[src/rtl/sipo_pkg.sv]
// Shared types and constants for the SIPO receiver.
package sipo_pkg;

   typedef enum logic [1:0] {
      S_IDLE  = 2'd0,
      S_SHIFT = 2'd1,
      S_STOP  = 2'd2
   } state_e;

   localparam int unsigned DEFAULT_WIDTH = 8;
   localparam int unsigned FRAME_BITS    = DEFAULT_WIDTH + 2;

   // Line bits per frame: start + data + stop.
   function automatic int unsigned frame_bits(input int unsigned width);
      return width + 2;
   endfunction

endpackage

[src/rtl/sipo_hold_reg.sv]
// One-entry valid/ready holding register between the bit stream and the word consumer.
module sipo_hold_reg
   import sipo_pkg::*;
#(
   parameter int unsigned WIDTH = DEFAULT_WIDTH
) (
   input  logic             clk,
   input  logic             rst,
   input  logic             load,
   input  logic [WIDTH-1:0] word,
   input  logic             ready,
   output logic [WIDTH-1:0] par_out,
   output logic             par_valid,
   output logic             overrun
);

   logic [WIDTH-1:0] data_q, data_d;
   logic             valid_q, valid_d;
   logic             overrun_q, overrun_d;

   // A load is taken when the slot is empty or being drained this cycle; otherwise it overruns.
   always_comb begin
      data_d    = data_q;
      valid_d   = valid_q;
      overrun_d = 1'b0;
      if (load) begin
         if (!valid_q || ready) begin
            data_d  = word;
            valid_d = 1'b1;
         end else begin
            overrun_d = 1'b1;
         end
      end else if (valid_q && ready) begin
         valid_d = 1'b0;
      end
   end

   always_ff @(posedge clk or posedge rst) begin
      if (rst) begin
         data_q    <= '0;
         valid_q   <= 1'b0;
         overrun_q <= 1'b0;
      end else begin
         data_q    <= data_d;
         valid_q   <= valid_d;
         overrun_q <= overrun_d;
      end
   end

   assign par_out   = data_q;
   assign par_valid = valid_q;
   assign overrun   = overrun_q;

endmodule

[src/rtl/sipo_receiver.sv]
// Serial-in parallel-out receiver: start-bit hunt, WIDTH data bits, stop check, buffered word output.
module sipo_receiver
   import sipo_pkg::*;
#(
   parameter int unsigned WIDTH      = DEFAULT_WIDTH,
   parameter bit          MSB_FIRST  = 1'b1,
   parameter bit          IDLE_LEVEL = 1'b1
) (
   input  logic             clk,
   input  logic             rst,
   input  logic             ser_in,
   input  logic             ser_en,
   output logic [WIDTH-1:0] par_out,
   output logic             par_valid,
   input  logic             par_ready,
   output logic             busy,
   output logic             frame_err,
   output logic             overrun
);

   localparam int unsigned CNT_W = (WIDTH > 1) ? $clog2(WIDTH) : 1;

   state_e           state_q, state_d;
   logic [CNT_W-1:0] cnt_q, cnt_d;
   logic [WIDTH-1:0] shift_q, shift_d;
   logic             frame_err_q, frame_err_d;
   logic             busy_q, busy_d;
   logic             load_c;

   // Frame FSM; everything here advances only on bit strobes.
   always_comb begin
      state_d     = state_q;
      cnt_d       = cnt_q;
      shift_d     = shift_q;
      frame_err_d = 1'b0;
      load_c      = 1'b0;
      if (ser_en) begin
         case (state_q)
            S_IDLE: begin
               if (ser_in == ~IDLE_LEVEL) begin
                  state_d = S_SHIFT;
                  cnt_d   = '0;
               end
            end
            S_SHIFT: begin
               shift_d = MSB_FIRST ? {shift_q[WIDTH-2:0], ser_in}
                                   : {ser_in, shift_q[WIDTH-1:1]};
               // Counter holds on the last data bit rather than wrapping.
               if (cnt_q == CNT_W'(WIDTH - 1)) begin
                  state_d = S_STOP;
               end else begin
                  cnt_d = cnt_q + CNT_W'(1);
               end
            end
            S_STOP: begin
               state_d = S_IDLE;
               if (ser_in == IDLE_LEVEL) begin
                  load_c = 1'b1;
               end else begin
                  frame_err_d = 1'b1;
               end
            end
            default: state_d = S_IDLE;
         endcase
      end
      busy_d = (state_d != S_IDLE);
   end

   always_ff @(posedge clk or posedge rst) begin
      if (rst) begin
         state_q     <= S_IDLE;
         cnt_q       <= '0;
         shift_q     <= '0;
         frame_err_q <= 1'b0;
         busy_q      <= 1'b0;
      end else begin
         state_q     <= state_d;
         cnt_q       <= cnt_d;
         shift_q     <= shift_d;
         frame_err_q <= frame_err_d;
         busy_q      <= busy_d;
      end
   end

   sipo_hold_reg #(
      .WIDTH (WIDTH)
   ) u_hold (
      .clk       (clk),
      .rst       (rst),
      .load      (load_c),
      .word      (shift_q),
      .ready     (par_ready),
      .par_out   (par_out),
      .par_valid (par_valid),
      .overrun   (overrun)
   );

   assign busy      = busy_q;
   assign frame_err = frame_err_q;

endmodule

[config.mk]
export PLATFORM = sky130hd
export DESIGN_NAME = sipo_receiver
export DESIGN_NICKNAME = d
export VERILOG_FILES = /design/src/rtl/sipo_pkg.sv /design/src/rtl/sipo_hold_reg.sv /design/src/rtl/sipo_receiver.sv
export SDC_FILE = /design/constraint.sdc
export NUM_CORES = 1
export LEC_CHECK = 0
export CAP_MARGIN = 15
export CELL_PAD_IN_SITES_DETAIL_PLACEMENT = 2
export CELL_PAD_IN_SITES_GLOBAL_PLACEMENT = 2
export CORE_MARGIN = 10
export CORE_UTILIZATION = 33
export CTS_CLUSTER_SIZE = 30
export DETAILED_ROUTE_END_ITERATION = 10
export GPL_TIMING_DRIVEN = 0
export PLACE_DENSITY_LB_ADDON = 0.1
export SLEW_MARGIN = 20
export SYNTH_ARGS = -nofsm -noshare
export SYNTH_HDL_FRONTEND = slang
export SYNTH_HIERARCHICAL = 1
export SYNTH_SLANG_ARGS = --single-unit
[constraint.sdc]
create_clock -name clk -period 1.4 [get_ports clk]
set_input_delay 0.21 -clock clk [delete_from_list [all_inputs] [get_ports clk]]
set_output_delay 0.21 -clock clk [all_outputs]
set_load 0.1 [all_outputs]
* Word-level counts from Yosys, hierarchy flattened *
Cells that the tools add are included.

word-level totals
  logic and storage cells = 44
  flip-flop bits (word level) = 25

operators by class
  mux-type cells = 18
  add/subtract/negate cells = 1
  reduce and logical (&&, ||, !) cells = 11
  equal/unequal tests = 6

operators by type and width
  operator                                                                  number
  1-bit two-way mux                                                         11
  2-bit two-way mux                                                         3
  3-bit two-way mux                                                         2
  3-bit one-hot mux with 2 select lines                                     1
  2-bit AND reduction                                                       3
  2-bit nonzero test                                                        3
  2-bit inequality test (second input constant)                             2
  2-bit one-hot mux with 2 select lines                                     1
  4-bit AND reduction                                                       1
  3-bit by 1-bit adder with 3-bit output (second input constant)            1
  3-bit equality test (second input constant)                               1
  2-bit by 1-bit equality test with 1-bit output (second input constant)    1
  2-bit equality test (second input constant)                               1
  2-bit zero test                                                           1
  2-bit by 1-bit inequality test with 1-bit output (second input constant)  1
  1-bit logical AND                                                         1
  1-bit zero test                                                           1
  1-bit logical OR                                                          1

* Depth between registers and ports, before layout *
Gate-level depths: netlist (run 1).

  depth in word-level cells = 5
  depth in mapped cells = 5
  depth with buffers taken out = 5

* Cells and area by module *
Netlist (run 1), hierarchy kept.

by module, submodules not included
  module         instances  area an instance (µm²)  sequential area each (µm²)  cells an instance
  sipo_receiver  1          699.4                   375.4                       51
  sipo_hold_reg  1          410.4                   250.2                       24

* Worst setup path after synthesis (run 1) *
No wires, ideal clock.

  path kind = register to register
  start point = register u_hold.valid_q, in the netlist u_hold/par_valid
  end point = register u_hold.data_q[0], in the netlist u_hold/par_out[0]
  slack = -0.253 ns
  required time = 1.275 ns
  path buffers = 0
  stages on the path, launching flop included = 4
  arrival time = 1.528 ns
  period minus slack after synthesis = 1.653 ns
  path through = dfrtp_1 nand2b_4 nand2_4 mux2_4

between the ends
  cells in the longest elaborated chain, start to end = 3

RTL lines
  element                               line                 source
  start: declaration                    sipo_hold_reg.sv:18  logic valid_q, valid_d;
  start signal: assignment              sipo_hold_reg.sv:45  valid_q <= valid_d;
  1-bit zero test                       sipo_hold_reg.sv:27  if (!valid_q || ready) begin
  1-bit logical OR                      sipo_hold_reg.sv:27
  2-bit AND reduction (no source line)  -
  end signal: assignment                sipo_hold_reg.sv:44  data_q <= data_d;
  end: declaration                      sipo_hold_reg.sv:17  logic [WIDTH-1:0] data_q, data_d;

No other way between the ends.
A chain may end at the register's enable or synchronous reset.

* Worst setup path in the final report (run 1) *
  start point = register cnt_q[1]
  end point = register cnt_q[2]

between the ends
  cells in the longest elaborated chain, start to end = 3

RTL lines
  element                                                                               line                                      source
  start: declaration                                                                    sipo_receiver.sv:24                       logic [CNT_W-1:0] cnt_q, cnt_d;
  start signal: assignment                                                              sipo_receiver.sv:78                       cnt_q <= cnt_d;
  3-bit by 1-bit adder with 3-bit output / 3-bit equality test (equally long branches)  sipo_receiver.sv:52, sipo_receiver.sv:49
  3-bit two-way mux / 2-bit inequality test (equally long branches)                     -
  3-bit one-hot mux with 2 select lines / 4-bit AND reduction (equally long branches)   -

Parallel ways exist; a longest one is shown, timed or not. The select of a mux whose other input is x is not followed.

==> metrics.log, run 1 <==
INFO  metric run_status = complete, no violations
INFO  metric drc = 0
INFO  metric crit_top_cell = a22o_1
INFO  metric synth_largest_type_area_fraction = 56.4%
INFO  metric finalWorstPathRequiredPeriod = 1.39 ns
INFO  metric syn-num-nets = 82
INFO  metric antenna_violations_before_repair = 0
INFO  metric netlist_area = 1110 um^2
INFO  metric flip_flop_and_latch_count_after_synthesis = 25
INFO  metric dr.pass1.iters = 4
INFO  metric wire_per_inst = 16.6 um
INFO  metric fmaxAchievable = just over 700 MHz
INFO  metric cp.arrival = 1.60 ns
INFO  metric final_layout_size_suffix_gt1_share = about 52%
INFO  metric internal-power = 1.61 mW
INFO  metric slew_hr = 58.3%
INFO  metric worstSetupPathType = flip-flop to flip-flop
INFO  metric leakage_power = between 0.7 and 0.8 nW
INFO  metric routed-via-count = 664
INFO  metric grt_setup_unrepaired = yes
INFO  metric final_nets = 109
INFO  metric synthTopCellsByArea = dfrtp_1, mux2_4, a22o_1
INFO  metric cts-root-buf = clkbuf_4
INFO  metric detail-route-antenna-nets = 0
INFO  metric syn2layout_area_growth = 25.0%
INFO  metric clock_power_share = 11.8%
INFO  metric timing.critical_path.fanout_max = 6
INFO  metric switching_power = ~1.1 mW
INFO  metric floorplan.initialDensity = 35.5%
INFO  metric critPathCaptureType = flip-flop
INFO  metric buffer_ports.inserted = 15
INFO  metric pin_count = 17
INFO  metric synth.yosys.warnings = 6
INFO  metric die_x_extent = 78.0 um
INFO  metric cts_made_buffers = 3
INFO  metric setup_tns_final = 0 ns
INFO  metric first_global_vias = around 740
INFO  metric ys_seq_area_share = between 50% and 60%
INFO  metric insertedDiodeCount = 0
INFO  metric timing.critical_path.from_type = flip-flop
INFO  metric clock_h_tree_levels = 1
INFO  metric fin_cells = 145
INFO  metric post_synth_inst_count = 75
INFO  metric dpl.hpwl = roughly 1.7 mm
INFO  metric mean_area_per_synthesized_cell = between 10 and 15 um^2
INFO  metric irDropWorstVdd = 0.714 mV
INFO  metric die_h = 78.0 um
INFO  metric cts.path.max_buffers = 2
INFO  metric numPlacedInstances = ~130
INFO  metric placement_rows = 20
INFO  metric final_cell_mix = dfrtp_1, mux2_4, buf_2
INFO  metric grt_start_max_net_pins = 16
INFO  metric numClockSinks = 25
INFO  metric drt_first_iter_violations = 28
INFO  metric clkSlewWorstSetupHoldPaths = 0.14 ns
INFO  metric place.gp.congestion = between 0.6 and 0.7
INFO  metric combPwrFrac = about 46%
INFO  metric global_route.usage.total = 7.75%
INFO  metric grt_first_pass_wirelength = 3.78 mm
INFO  metric power.density_cell_area = between 1500 and 2000 nW/um^2
INFO  metric tritoncts = built
INFO  metric tightest_slew = around 0.62 ns
INFO  metric grt_remaining_overflow = 0
INFO  metric avgViaCountPerCell = between 4 and 5
INFO  metric worst_hold_path_type = input port to async pin
INFO  metric net_switching_share_of_the_total_power = about two fifths
INFO  metric total_power = 2.67 mW
INFO  metric floorplan.core_area = ~3100 um^2
INFO  metric cp_slowest_stage_delay = 0.44 ns
INFO  metric design.die.area = 6080 um^2
INFO  metric crit_required = 1.61 ns
INFO  metric seq_power_share = 42.3%
INFO  metric report.final.slew_viol_count = 0
INFO  metric timing.clock.skew = 0.00292 ns
INFO  metric max_cap_viol_count = 0
INFO  metric worstSkewPairLatency = 0.31 ns
INFO  metric slowest_stage = dfrtp_1
INFO  metric netlist-cell-type-count = 19
INFO  metric cp_cell_instances = ha_2, ha_4, a22o_1, a22o_1
INFO  metric holdBufCountCts = 0
INFO  metric report.final.hold_viol_count = 0
INFO  metric yosysTopAreaCell = dfrtp_1
INFO  metric setup_viol_count_final = 0
INFO  metric drt_wl_total = 2.41 mm
INFO  metric period_share = 99.6%
INFO  metric leading_cell_type_in_the_layout_fill_and_taps_excluded = dfrtp_1
-- worst max-delay path: cells and delay by family (launching register included) --
family,cells,cell delay [ns]
compound gates,2,0.46
flops,1,0.44
fa+ha+maj,2,0.39
-- timing repair --
item / in CTS / in global routing
resized for setup: 66 / 8
setup buffers: 2 / 5
pin swaps: 2 / 3
endpoints found under the setup margin: 23 / 14
-- flip-flops by register name, indices dropped and copies added, names as in the netlist --
name,flops
busy,1
frame_err,1
u_hold/overrun,1
u_hold/par_out,8
u_hold/par_valid,1
state_q,2
cnt_q,3
shift_q,8
-- cell type report --
| cell class | instances | area, um^2 |
|---|---|---|
| plain buffers | 1 | 5.00 |
| repair buffers | 22 | 150 |
| multi-input cells | 46 | 509 |
| clock inverters | 1 | 5.00 |
| well taps | 44 | 55.1 |
| clock buffers | 3 | 22.5 |
| inverters | 3 | 11.3 |
| flip-flops and latches | 25 | 629 |
| fillers | 320 | 1740 |
-- metrics by stage --
| step | utilization, % | worst slack, ns | area [um^2] | hold WS (ns) |
|---|---|---|---|---|
| floorplan | - | 0.0186 | 1110 | 0.0501 |
| global placement | 42.1 | -0.320 | 1320 | 0.496 |
| detailed placement | 42.1 | -0.320 | 1320 | 0.495 |
| CTS | 42.6 | -0.00459 | 1330 | 0.205 |
| global route | 44.4 | -0.0653 | 1390 | 0.206 |
| finish | 44.4 | 0.00603 | 1390 | 0.195 |
-- Yosys cell counts --
library cell  number
a22o_1             5
and2b_1            1
and3_1             1
buf_2              1
dfrtp_1           25
ha_1               2
inv_1              3
mux2_2             1
mux2_4            16
nand2_1            4
nand2_4            2
nand2b_1           2
nand2b_4           1
nand3_1            1
nand3b_1           3
nor2_1             3
nor2b_4            1
nor3b_1            1
o21ai_0            2
-- power groups by stage --
stage | logic (mW) | registers (mW) | clock network [mW]
floorplan | 0.554 | 1.47 | 0
global route | 1.30 | 1.17 | 0.380
finish | 1.23 | 1.13 | 0.317
detailed placement | 1.14 | 1.16 | 0
CTS | 1.18 | 1.13 | 0.332
global placement | 1.10 | 1.14 | 0
-- routing by layer --
layer	routed length [um]	share of wire, %	track usage [%]	up-vias
met3	55	2.3	1.50	4
met5	0	0	0	-
li1	-	-	-	313
met4	49	2.0	3.76	0
met2	1320	55	13.7	11
met1	988	41	8.70	336
-- logic make-up after synthesis --
| kind of cell | count (synthesis) | share of synthesized area, % |
|---|---|---|
| and+or+nand+nor | 20 | 12.4 |
| AOI/OAI and AO/OA | 7 | 4.85 |
| muxes | 17 | 22.7 |
| adders and majority gates | 2 | 2.25 |
| DFF | 25 | 56.4 |
| buffers and inverters | 4 | 1.47 |
-- path summary, 6_finish.rpt --
check / from / slack, ns / cells past startpoint / endpoint
worst min-delay path: rst / 0.20 / 2 / u_hold/par_out[7]$_DFFE_PP0P_
worst max-delay path: cnt_q[1]$_DFFE_PP0P_ / 0.006 / 4 / cnt_q[2]$_DFFE_PP0P_
max in group asynchronous: rst / 0.68 / 2 / state_q[1]$_DFF_PP0_
worst min register to register: u_hold/par_out[6]$_DFFE_PP0P_ / 0.52 / 1 / u_hold/par_out[6]$_DFFE_PP0P_
worst max register to register: cnt_q[1]$_DFFE_PP0P_ / 0.006 / 4 / cnt_q[2]$_DFFE_PP0P_
min in group clk: ser_en / 0.25 / 3 / state_q[1]$_DFF_PP0_
Note: power is estimated with default switching activity, not from simulation.
==> run 2: changes to the inputs <==
Settings changed: CORE_MARGIN 10 to 5, HOLD_SLACK_MARGIN set to 0.02.
==> metrics.log, run 2 (same netlist as run 1, synthesis figures left out) <==
INFO  metric die_x_extent = 68.0 um
INFO  metric clkSlewWorstSetupHoldPaths = approximately 0.13 ns
INFO  metric timing.critical_path.fanout_max = 7
INFO  metric power.density_cell_area = 1940 nW/um^2
INFO  metric nFillCells = between 300 and 400
INFO  metric cp.arrival = 1.59 ns
INFO  metric number_of_cells_on_the_worst_reg_to_reg_path = 4
INFO  metric clock_h_tree_levels = 1
INFO  metric report.final.hold_viol_count = 0
INFO  metric tritoncts = built
INFO  metric crit_top_cell = a22o_1
INFO  metric dpl.hpwl = 1.50 mm
INFO  metric cts_made_buffers = 3
INFO  metric syn2layout_area_growth = 21.9%
INFO  metric grt_setup_unrepaired = yes
INFO  metric place.gp.congestion = roughly 0.7
INFO  metric crit_required = about 1.6 ns
INFO  metric drc = 0
INFO  metric numClockSinks = 25
INFO  metric report.final.slew_viol_count = 0
INFO  metric cts.path.max_buffers = 2
INFO  metric dr.pass1.iters = 2
INFO  metric fmaxAchievable = around 730 MHz
INFO  metric timing.clock.skew = 0.00145 ns
INFO  metric wire_per_inst = approximately 15 um
INFO  metric layout.area.seq = 629 um^2
INFO  metric critPathCaptureType = flip-flop
INFO  metric final_cell_mix = dfrtp_1, mux2_4, buf_2
INFO  metric floorplan.initialDensity = 33.8%
INFO  metric final_layout_size_suffix_gt1_share = 48.5%
INFO  metric placement_rows = 21
INFO  metric max_cap_viol_count = 0
INFO  metric drt_first_iter_violations = 3
INFO  metric fin_cells = 143
INFO  metric worstSkewPairLatency = 0.31 ns
INFO  metric worst_hold_path_type = input port to async pin
INFO  metric grt_remaining_overflow = 0
INFO  metric irDropWorstVdd = 0.644 mV
INFO  metric avgViaCountPerCell = about 4.6
INFO  metric period_share = 98.0%
INFO  metric tightest_slew = 0.624 ns
INFO  metric run_status = complete, no violations
INFO  metric worstSetupPathType = flip-flop to flip-flop
INFO  metric setup_viol_count_final = 0
INFO  metric grt_start_max_net_pins = 16
INFO  metric detail-route-antenna-nets = 0
INFO  metric design.die.area = 4620 um^2
INFO  metric pin_count = 17
INFO  metric numPlacedInstances = 136
INFO  metric final_nets = 105
INFO  metric holdBufCountCts = 0
INFO  metric setup_tns_final = 0 ns
INFO  metric slew_hr = between 50% and 60%
INFO  metric cp_slowest_stage_delay = 0.42 ns
INFO  metric multi_input_area = 508 um^2
INFO  metric die_h = 68.0 um
INFO  metric antenna_violations_before_repair = 0
INFO  metric insertedDiodeCount = 0
INFO  metric slowest_stage = dfrtp_1
INFO  metric first_global_vias = 760
INFO  metric floorplan.core_area = 3280 um^2
INFO  metric leading_cell_type_in_the_layout_fill_and_taps_excluded = dfrtp_1
INFO  metric leakage_power = 0.697 nW
INFO  metric drt_wl_total = 2.18 mm
INFO  metric routed-via-count = 652
INFO  metric cp_cell_instances = ha_2, ha_4, a22o_1, a22o_1
INFO  metric buffer_ports.inserted = 15
INFO  metric grt_first_pass_wirelength = about 3.7 mm
INFO  metric cts-root-buf = clkbuf_4
INFO  metric finalWorstPathRequiredPeriod = ~1.4 ns
INFO  metric timing.critical_path.from_type = flip-flop
INFO  metric global_route.usage.total = about 11%
## run 2: final timing paths
check                                              startpoint                       endpoint  slack, ns
worst max-delay path                     cnt_q[1]$_DFFE_PP0P_           cnt_q[2]$_DFFE_PP0P_       0.03
worst min-delay path                                      rst  u_hold/par_out[7]$_DFFE_PP0P_       0.19
worst max register to register           cnt_q[1]$_DFFE_PP0P_           cnt_q[2]$_DFFE_PP0P_       0.03
worst min register to register  u_hold/par_out[7]$_DFFE_PP0P_  u_hold/par_out[7]$_DFFE_PP0P_       0.52
max in group asynchronous                                 rst           state_q[0]$_DFF_PP0_       0.67
min in group clk                                       ser_en           state_q[1]$_DFF_PP0_       0.24
## run 2: area by class of cell
class                   instances  share of cell area (%)
plain buffers                   1                   0.370
clock buffers                   4                    1.94
inverters                       3                   0.833
multi-input cells              46                    37.6
flip-flops and latches         25                    46.5
well taps                      46                    4.26
repair buffers                 18                    8.51
## run 2: metrics by stage
step	util (%)	hold WS, ns	area (um^2)	setup WS, ns	total power, mW
after floorplan	-	0.0501	1110	0.0186	2.02
after global placement	40.2	0.495	1320	-0.313	2.24
after detailed placement	40.2	0.496	1320	-0.317	2.29
after CTS	40.6	0.195	1330	-0.000130	2.65
after global routing	41.2	0.224	1350	-0.0418	2.79
final	41.2	0.191	1350	0.0276	2.62
## run 2: layer usage
layer | wire length [um] | global-route usage (%) | vias up
met5 | 0 | 0 | -
met4 | 21 | 3.72 | 0
met3 | 54 | 1.97 | 2
met2 | 1180 | 20.0 | 8
met1 | 922 | 12.3 | 335
li1 | - | - | 307
## run 2: repair_timing
action,in CTS,in global routing
buffers inserted,2,1
resized for setup,66,5
pin swaps,2,3
endpoints found under the setup margin,23,12
## run 2: worst max-delay path: cells and delay by family, from the launching register on
| kind | cells | cell delay, ns |
|---|---|---|
| DFF | 1 | 0.42 |
| adders and majority gates | 2 | 0.39 |
| AOI/OAI and AO/OA | 2 | 0.46 |
## run 2: power breakdown
part / switching (mW) / internal, mW / leakage (nW)
Clock: 0.205 / 0.111 / 0.0150
Combinational: 0.660 / 0.528 / 0.366
Sequential: 0.171 / 0.948 / 0.316
